### src/rtl/frigate_xo_startup_ctrl.sv
`timescale 1ns/1ps
// -----------------------------------------------------------------------------
// frigate_xo_startup_ctrl
//
// Start-up sequencer for the low/high-speed crystal oscillator. It brings the
// oscillator through bias settling and start-up, then watches it for loss of
// clock. Any start-up timeout or loss of clock parks the block in FAIL until
// the request is withdrawn.
//
// Parameters
//   SETTLE_CYC  : bias-settle time in clk cycles (ena=1, standby=1)
//   EDGE_CNT    : xo_dout rising edges needed to declare the crystal started
//   TIMEOUT_CYC : maximum clk cycles allowed in START
//   LOSS_CYC    : maximum clk cycles without an xo_dout edge while in RUN
//   CNT_W       : width of every internal counter
//
// Ports
//   clk        in   single clock (16 MHz R-C oscillator)
//   resetb     in   synchronous active-low reset
//   req        in   level request to run the crystal oscillator
//   xo_dout    in   crystal oscillator digital output (asynchronous to clk)
//   xo_ena     out  oscillator enable
//   xo_standby out  oscillator standby
//   ready      out  crystal clock valid for downstream clock muxing
//   fail       out  start timeout or loss of clock; held until req drops
//   state      out  current FSM state encoding for status readback
// -----------------------------------------------------------------------------
module frigate_xo_startup_ctrl #(
   parameter int SETTLE_CYC  = 1024,
   parameter int EDGE_CNT    = 256,
   parameter int TIMEOUT_CYC = 65535,
   parameter int LOSS_CYC    = 64,
   parameter int CNT_W       = 16
) (
   input  logic       clk,
   input  logic       resetb,
   input  logic       req,
   input  logic       xo_dout,
   output logic       xo_ena,
   output logic       xo_standby,
   output logic       ready,
   output logic       fail,
   output logic [2:0] state
);

   typedef enum logic [2:0] {
      ST_IDLE   = 3'd0,
      ST_SETTLE = 3'd1,
      ST_START  = 3'd2,
      ST_RUN    = 3'd3,
      ST_FAIL   = 3'd4
   } state_t;

   localparam logic [CNT_W-1:0] SETTLE_LAST  = CNT_W'(SETTLE_CYC - 1);
   localparam logic [CNT_W-1:0] TIMEOUT_LAST = CNT_W'(TIMEOUT_CYC - 1);
   localparam logic [CNT_W-1:0] LOSS_LAST    = CNT_W'(LOSS_CYC - 1);
   localparam logic [CNT_W-1:0] EDGE_TARGET  = CNT_W'(EDGE_CNT);

   state_t           state_reg;
   state_t           state_next;
   logic [CNT_W-1:0] timer_reg;
   logic [CNT_W-1:0] timer_next;
   logic [CNT_W-1:0] edge_cnt_reg;
   logic [CNT_W-1:0] edge_cnt_next;
   logic [CNT_W-1:0] edge_cnt_inc;
   // [0] and [1] form the synchronizer, [2] is the delayed copy for edge detect
   logic [2:0]       sync_reg;
   logic             edge_pulse;

   // Counters stick at all-ones instead of wrapping.
   function automatic logic [CNT_W-1:0] sat_inc(input logic [CNT_W-1:0] val);
      return (val == {CNT_W{1'b1}}) ? val : val + 1'b1;
   endfunction

   // One-cycle pulse per synchronized rising edge of xo_dout.
   assign edge_pulse = sync_reg[1] & ~sync_reg[2];

   assign state = state_reg;

   // Next-state and counter logic. Every branch that changes state leaves the
   // counters at their cleared defaults.
   always_comb begin
      state_next    = ST_IDLE;
      timer_next    = '0;
      edge_cnt_next = '0;
      edge_cnt_inc  = edge_pulse ? sat_inc(edge_cnt_reg) : edge_cnt_reg;

      if (!req) begin
         state_next = ST_IDLE;
      end else begin
         case (state_reg)
            ST_IDLE: begin
               state_next = ST_SETTLE;
            end
            ST_SETTLE: begin
               if (timer_reg == SETTLE_LAST) begin
                  state_next = ST_START;
               end else begin
                  state_next = ST_SETTLE;
                  timer_next = sat_inc(timer_reg);
               end
            end
            ST_START: begin
               // Success is tested first so it wins over a coincident timeout.
               if (edge_cnt_inc >= EDGE_TARGET) begin
                  state_next = ST_RUN;
               end else if (timer_reg == TIMEOUT_LAST) begin
                  state_next = ST_FAIL;
               end else begin
                  state_next    = ST_START;
                  timer_next    = sat_inc(timer_reg);
                  edge_cnt_next = edge_cnt_inc;
               end
            end
            ST_RUN: begin
               // timer_reg is the loss-of-clock timer here.
               if (edge_pulse) begin
                  state_next = ST_RUN;
               end else if (timer_reg == LOSS_LAST) begin
                  state_next = ST_FAIL;
               end else begin
                  state_next = ST_RUN;
                  timer_next = sat_inc(timer_reg);
               end
            end
            ST_FAIL: begin
               state_next = ST_FAIL;
            end
            default: begin
               state_next = ST_IDLE;
            end
         endcase
      end
   end

   // State, counters, synchronizer and outputs. Outputs are decoded from the
   // next state so that each registered output lines up with state_reg.
   always_ff @(posedge clk) begin
      if (!resetb) begin
         state_reg    <= ST_IDLE;
         timer_reg    <= '0;
         edge_cnt_reg <= '0;
         sync_reg     <= '0;
         xo_ena       <= 1'b0;
         xo_standby   <= 1'b1;
         ready        <= 1'b0;
         fail         <= 1'b0;
      end else begin
         sync_reg     <= {sync_reg[1:0], xo_dout};
         state_reg    <= state_next;
         timer_reg    <= timer_next;
         edge_cnt_reg <= edge_cnt_next;
         xo_ena       <= (state_next == ST_SETTLE) || (state_next == ST_START) ||
                         (state_next == ST_RUN);
         xo_standby   <= (state_next == ST_IDLE) || (state_next == ST_SETTLE) ||
                         (state_next == ST_FAIL);
         ready        <= (state_next == ST_RUN);
         fail         <= (state_next == ST_FAIL);
      end
   end

endmodule

### config.mk
export PLATFORM = sky130hd
export DESIGN_NAME = frigate_xo_startup_ctrl
export DESIGN_NICKNAME = d
export VERILOG_FILES = /design/src/rtl/frigate_xo_startup_ctrl.sv
export SDC_FILE = /design/constraint.sdc
export NUM_CORES = 1
export LEC_CHECK = 0
export CAP_MARGIN = 15
export CORE_ASPECT_RATIO = 0.6
export CORE_UTILIZATION = 34
export DETAILED_ROUTE_END_ITERATION = 8
export SYNTH_ARGS = -nofsm -noshare
export SYNTH_HDL_FRONTEND = slang
export SYNTH_SLANG_ARGS = --single-unit
### constraint.sdc
create_clock -name clk -period 2 [get_ports clk]
set_input_delay 0.4 -clock clk [delete_from_list [all_inputs] [get_ports clk]]
set_output_delay 0.4 -clock clk [all_outputs]
set_load 0.03 [all_outputs]
* After elaboration in Yosys (flattened, before gate mapping)
Index checks and enable logic that the tools add are counted.
Operators by class: eq/ne operators 13, $add $sub $neg 2, bitwise logic cells 5, magnitude comparators 1, reduce and logical (&&, ||, !) cells 8, multiplexer cells 16
Operator list (count):
- 2-to-1 mux 16 bit | 8
- equality test 16 bit (second input constant) | 3
- case mux 16 bit (3 select lines) | 1
- adder 16 x 1 -> 16 bit (second input constant) | 2
- equality test 16 x 10 -> 1 bit (second input constant) | 1
- equality test 16 x 6 -> 1 bit (second input constant) | 1
- greater-or-equal comparator 16 x 9 -> 1 bit (second input constant) | 1
- 2-to-1 mux 3 bit | 5
- case mux 3 bit (5 select lines) | 1
- equality test 3 x 2 -> 1 bit (second input constant) | 4
- equality test 3 x 1 -> 1 bit (second input constant) | 2
- equality test 3 bit (second input constant) | 2
- zero test 3 bit | 2
- OR reduction 5 bit | 1
- logical OR 1 bit | 4
- NOT 1 bit | 4
- 2-to-1 mux 2 bit | 1
- AND reduction 2 bit | 1
- AND 1 bit | 1
Word-level totals: logic and storage cells 53, flip-flop bits (word level) 42, input bits 4

* Longest topological paths before layout
word-level depth 10, gate-level depth with buffers 8, gate-level depth less buffers 7

* Worst setup path after synthesis
Ideal clock, no wire load.
path kind reg2reg, from register edge_cnt_reg[0], to register state_reg[1], in the netlist state[1], setup slack -223 ps, buffers on the path 0, arrival 2103 ps, cell stages (with the launch flop) 8, clock period less this slack 2223 ps, data required time 1880 ps, cell sequence dfxtp_1 > ha_1 > nand4_1 > nor3_1 > mux2_2 > a211oi_4 > a21oi_1 > or2_1
Between the ends: word-level cells in the longest chain between the ends 7, elaborated cells on any way between the ends 8, those cells by class add/sub: 1; order compare: 1; eq/ne: 1; mux: 5
RTL lines:
- start: declaration | RTL line 63 | logic [CNT_W-1:0] edge_cnt_reg;
- start signal: assignment | RTL line 152 | edge_cnt_reg <= edge_cnt_next;
- adder 16 x 1 -> 16 bit / equality test 16 bit (equally long branches) | RTL line 72 | return (val == {CNT_W{1'b1}}) ? val : val + 1'b1;
- 2-to-1 mux 16 bit | RTL line 72
- 2-to-1 mux 16 bit (*) | RTL line 86 | edge_cnt_inc = edge_pulse ? sat_inc(edge_cnt_reg) : edge_cnt_reg;
- greater-or-equal comparator 16 x 9 -> 1 bit (*) | RTL line 105 | if (edge_cnt_inc >= EDGE_TARGET) begin
- 2-to-1 mux 3 bit (*) | RTL line 105
- case mux 3 bit (5 select lines) (*) | RTL line 91 | case (state_reg)
- 2-to-1 mux 3 bit (*) | RTL line 88 | if (!req) begin
- end signal: assignment | RTL line 150 | state_reg <= state_next;
- end: declaration | RTL line 59 | state_t state_reg;
Every way passes the cells marked *; elsewhere a longest branch is shown, timed or not. A chain may end at the register's enable or synchronous reset.

* Worst setup path after layout
from register edge_cnt_reg[1], to register timer_reg[1]
Between the ends: word-level cells in the longest chain between the ends 6, elaborated cells on any way between the ends 7, those cells by class add/sub: 1; order compare: 1; eq/ne: 1; mux: 4
RTL lines:
- adder 16 x 1 -> 16 bit / equality test 16 bit (equally long branches) | RTL line 72
- 2-to-1 mux 16 bit | RTL line 72
- 2-to-1 mux 16 bit (*) | RTL line 86
- greater-or-equal comparator 16 x 9 -> 1 bit (*) | RTL line 105
- 2-to-1 mux 16 bit (*) | RTL line 105
- case mux 16 bit (3 select lines) (*) | RTL line 91
- end signal: assignment | RTL line 151 | timer_reg <= timer_next;
- end: declaration | RTL line 61 | logic [CNT_W-1:0] timer_reg;
Marks and branches as above.

==> flow_summary_export.csv <==
group,metric,value,unit
sta,setup_tns,-3.65,ns
die,start_util,36.7,%
worst_setup_path,critical_path.startpoint,"edge_cnt_reg[1]",
placement,port_buffers,10,
route,route.met2.wl,1770,um
sta,drv_slew,0,
clock_tree,cts_max_level,2,
die,fp.dieW,99.0,um
cells_and_area,num_antenna_cells,0,
route,wl_per_cell,12.7,um
worst_setup_path,cpPeakStageDelay,0.36,ns
sta,layout_worst_path_cycle_share,110,%
sta,timing.hold.ws,0.454,ns
route,firstDrtPassIters,4,
die,std_cell_rows,20,
sta,fmax,0.456,GHz
synthesis,synthAdderAreaFrac,1.96,%
worst_hold_path,hold_class,"reg2reg",
cells_and_area,fillCellCount,462,
synthesis,synth_top_family_by_area,"simple AND/OR/NAND/NOR gates",
sta,setup_viol,31,
route,vias,1814,
route,wl_met1,2570,um
flow_run,max_cap_viol_count,0,
route,antenna_left,0,
worst_setup_path,cpMaxStageDelayCell,"dfxtp_2",
worst_setup_path,crit_path_end_kind,"flip-flop",
clock_tree,cts_buffer_depth,2,
outcome,outcome,"finished, violations left",
worst_setup_path,critPathMaxFanout,8,
synthesis,synth.distinct_cells,39,
power_and_ir_drop,power_leakage,1.04,nW
cells_and_area,syn2layout_area_growth,47.8,%
route,top_layer,"met4",
worst_setup_path,cp.required,2.22,ns
synthesis,yosysSeqAreaShare,43.8,%
synthesis,syn_area_per_cell,8.60,um2
worst_setup_path,start_kind,"flip-flop",
clock_tree,clock_tree.root_cell,"clkbuf_8",
power_and_ir_drop,ir_worst_vdd,0.311,mV
clock_tree,clk_pin_slew,0.08,ns
placement,gp_congestion,0.847,
sta,period_minus_slack,2.19,ns
power_and_ir_drop,power.total,1.63,mW
cells_and_area,nets,307,
die,top_level_ports,11,
global_route,grt_pass1_vias,1567,
worst_hold_path,holdCritStartpoint,"sync_reg[0]",
synthesis,synth_compound_area_share,10.4,%
clock_tree,cts_hold_buf,0,
global_route,track_usage,16.7,%
synthesis,yosysWarningCount,0,
global_route,grt_max_degree,17,
synthesis,yosys.area_share.simple,31.7,%
worst_setup_path,ff2ff_setup_slack,-0.19,ns
outcome,violations,"negative setup slack",
route,drt-initial-drc-count,90,
power_and_ir_drop,power_density,577,mW/mm2
synthesis,syn_area,0.00192,mm2
synthesis,syn_inst,223,
placement,place_hpwl,3210,um
route,post_drt_via_cell_ratio,4.94,
global_route,antenna_found_initial,0,
clock_tree,cts_num_sinks,42,
die,dieArea,0.00596,mm2
sta,finClkSkew,0.0155,ns
sta,hold_violations,0,
synthesis,synthXorXnorAreaFrac,7.76,%
clock_tree,cts_tree,"built",
cells_and_area,drive_above_1_share,33.2,%
worst_setup_path,rr_startpoint,"edge_cnt_reg[1]",
global_route,grt_pass1_wl,7620,um
die,core,0.00523,mm2
global_route,gr-total-overflow,0,
sta,rsz0062_at_grt,"true",
synthesis,ys_ff_latch,42,
route,drc,0,
clock_tree,clock_latency,0.30,ns
route,dr_wl_met3,283,um
worst_setup_path,path_class,"reg2reg",
synthesis,synthMuxAreaShare,2.22,%
worst_setup_path,worstPathCellList,"ha_4, nand4_1, nor3_2, mux2_4, a211oi_4, a31oi_4, buf_12, a211oi_2",
route,drt-total-wl,4670,um
worst_setup_path,arrival,2.41,ns
cells_and_area,postLayoutCoreUtil,54.2,%
placement,post-place-ws,-0.191,ns
sta,setup_ws,-0.192,ns
clock_tree,cts_buffers,5,
die,dieHeight,60.2,um
where the power goes:
group	total [mW]	internal, mW	switching, mW
sequential	0.858	0.849	0.00851
combinational	0.101	0.0535	0.0475
clock	0.676	0.374	0.302
Yosys cell counts (all sizes together):
master   n  area (um2)
nor2    37         139
a21o     1        7.51
or3      3        18.8
o31ai    1        7.51
dfxtp   42         841
mux2     2        22.5
conb     1        3.75
xnor2    4        35.0
o21a     1        7.51
a211oi   5        50.1
ha       3        37.5
a22o     1        8.76
or4      4        33.8
nor4     2        12.5
nand2b   2        12.5
nand4   12        75.1
a31oi    2        27.5
nand2   16        60.1
o211a    1        10.0
and2b    1        7.51
a21oi    7        35.0
inv      6        22.5
and3     4        25.0
o21ai    9        45.0
clkbuf   1        3.75
nor3    13        65.1
or2      3        18.8
nand4b   1        8.76
and2     4        25.0
buf      1        11.3
and4     3        26.3
mux2i    2        20.0
nand3   15        80.1
xor2    13         114
cells by family after synthesis:
logic type      count (synthesis)
xor+xnor                       17
compound gates                 28
buf+inv                         8
flops                          42
simple gates                  120
fa+ha+maj                       3
mux                             4
other cells                     1
timing repair:
action | CTS | global route
pin swaps | 9 | 5
buffers inserted | 4 | 1
gates cloned | 0 | 1
gates resized for setup | 11 | 21
endpoints found under the setup margin | 31 | 31
through the flow:
stage | instances | area [um2]
6_report | 367 | 2840
5_1_grt | 367 | 2840
4_1_cts | 365 | 2730
3_5_place_dp | 353 | 2520
3_3_place_gp | 353 | 2520
2_1_floorplan | 230 | 1980
final timing paths:
path	endpoint	cells after the start
worst max-delay path	timer_reg[1]	8
worst min-delay path	sync_reg[1]	1
worst max register to register	timer_reg[1]	8
worst min register to register	sync_reg[1]	1
cell type report:
class                           count  area (um2)  area share (%)
Clock buffer                        7        76.3            2.69
Clock inverter                      1        30.0            1.06
Multi-Input combinational cell    180        1220            42.9
Timing Repair Buffer               65         559            19.7
Inverter                            6        22.5           0.794
Sequential cell                    42         848            29.9
Tap cell                           66        82.6            2.91
cells in the final DEF (no fill, tap or decap), types with 6 or more instances in the layout:
cell type	n
buf_4	51
clkdlybuf4s50_1	10
conb_1	8
dfxtp_1	38
inv_1	6
nand2_1	16
nand3_1	14
nand4_1	12
nor2_1	23
nor2_2	8
nor2_4	6
nor3_1	8
o21ai_0	9
xor2_1	13
routing by layer:
layer,GRT usage (%),vias to the layer above
li1,-,938
met1,25.8,820
met2,21.7,49
met3,3.86,7
met4,5.76,0
met5,0,-
critical path: cells and delay by family (launching register included):
family / cells / cell delay, ns
buffers and inverters: 1 / 0.18
DFF: 1 / 0.36
muxes: 1 / 0.35
AOI/OAI and AO/OA: 3 / 0.58
adders and majority gates: 1 / 0.13
and+or+nand+nor: 2 / 0.50
Power figures use the tool's default switching activity.
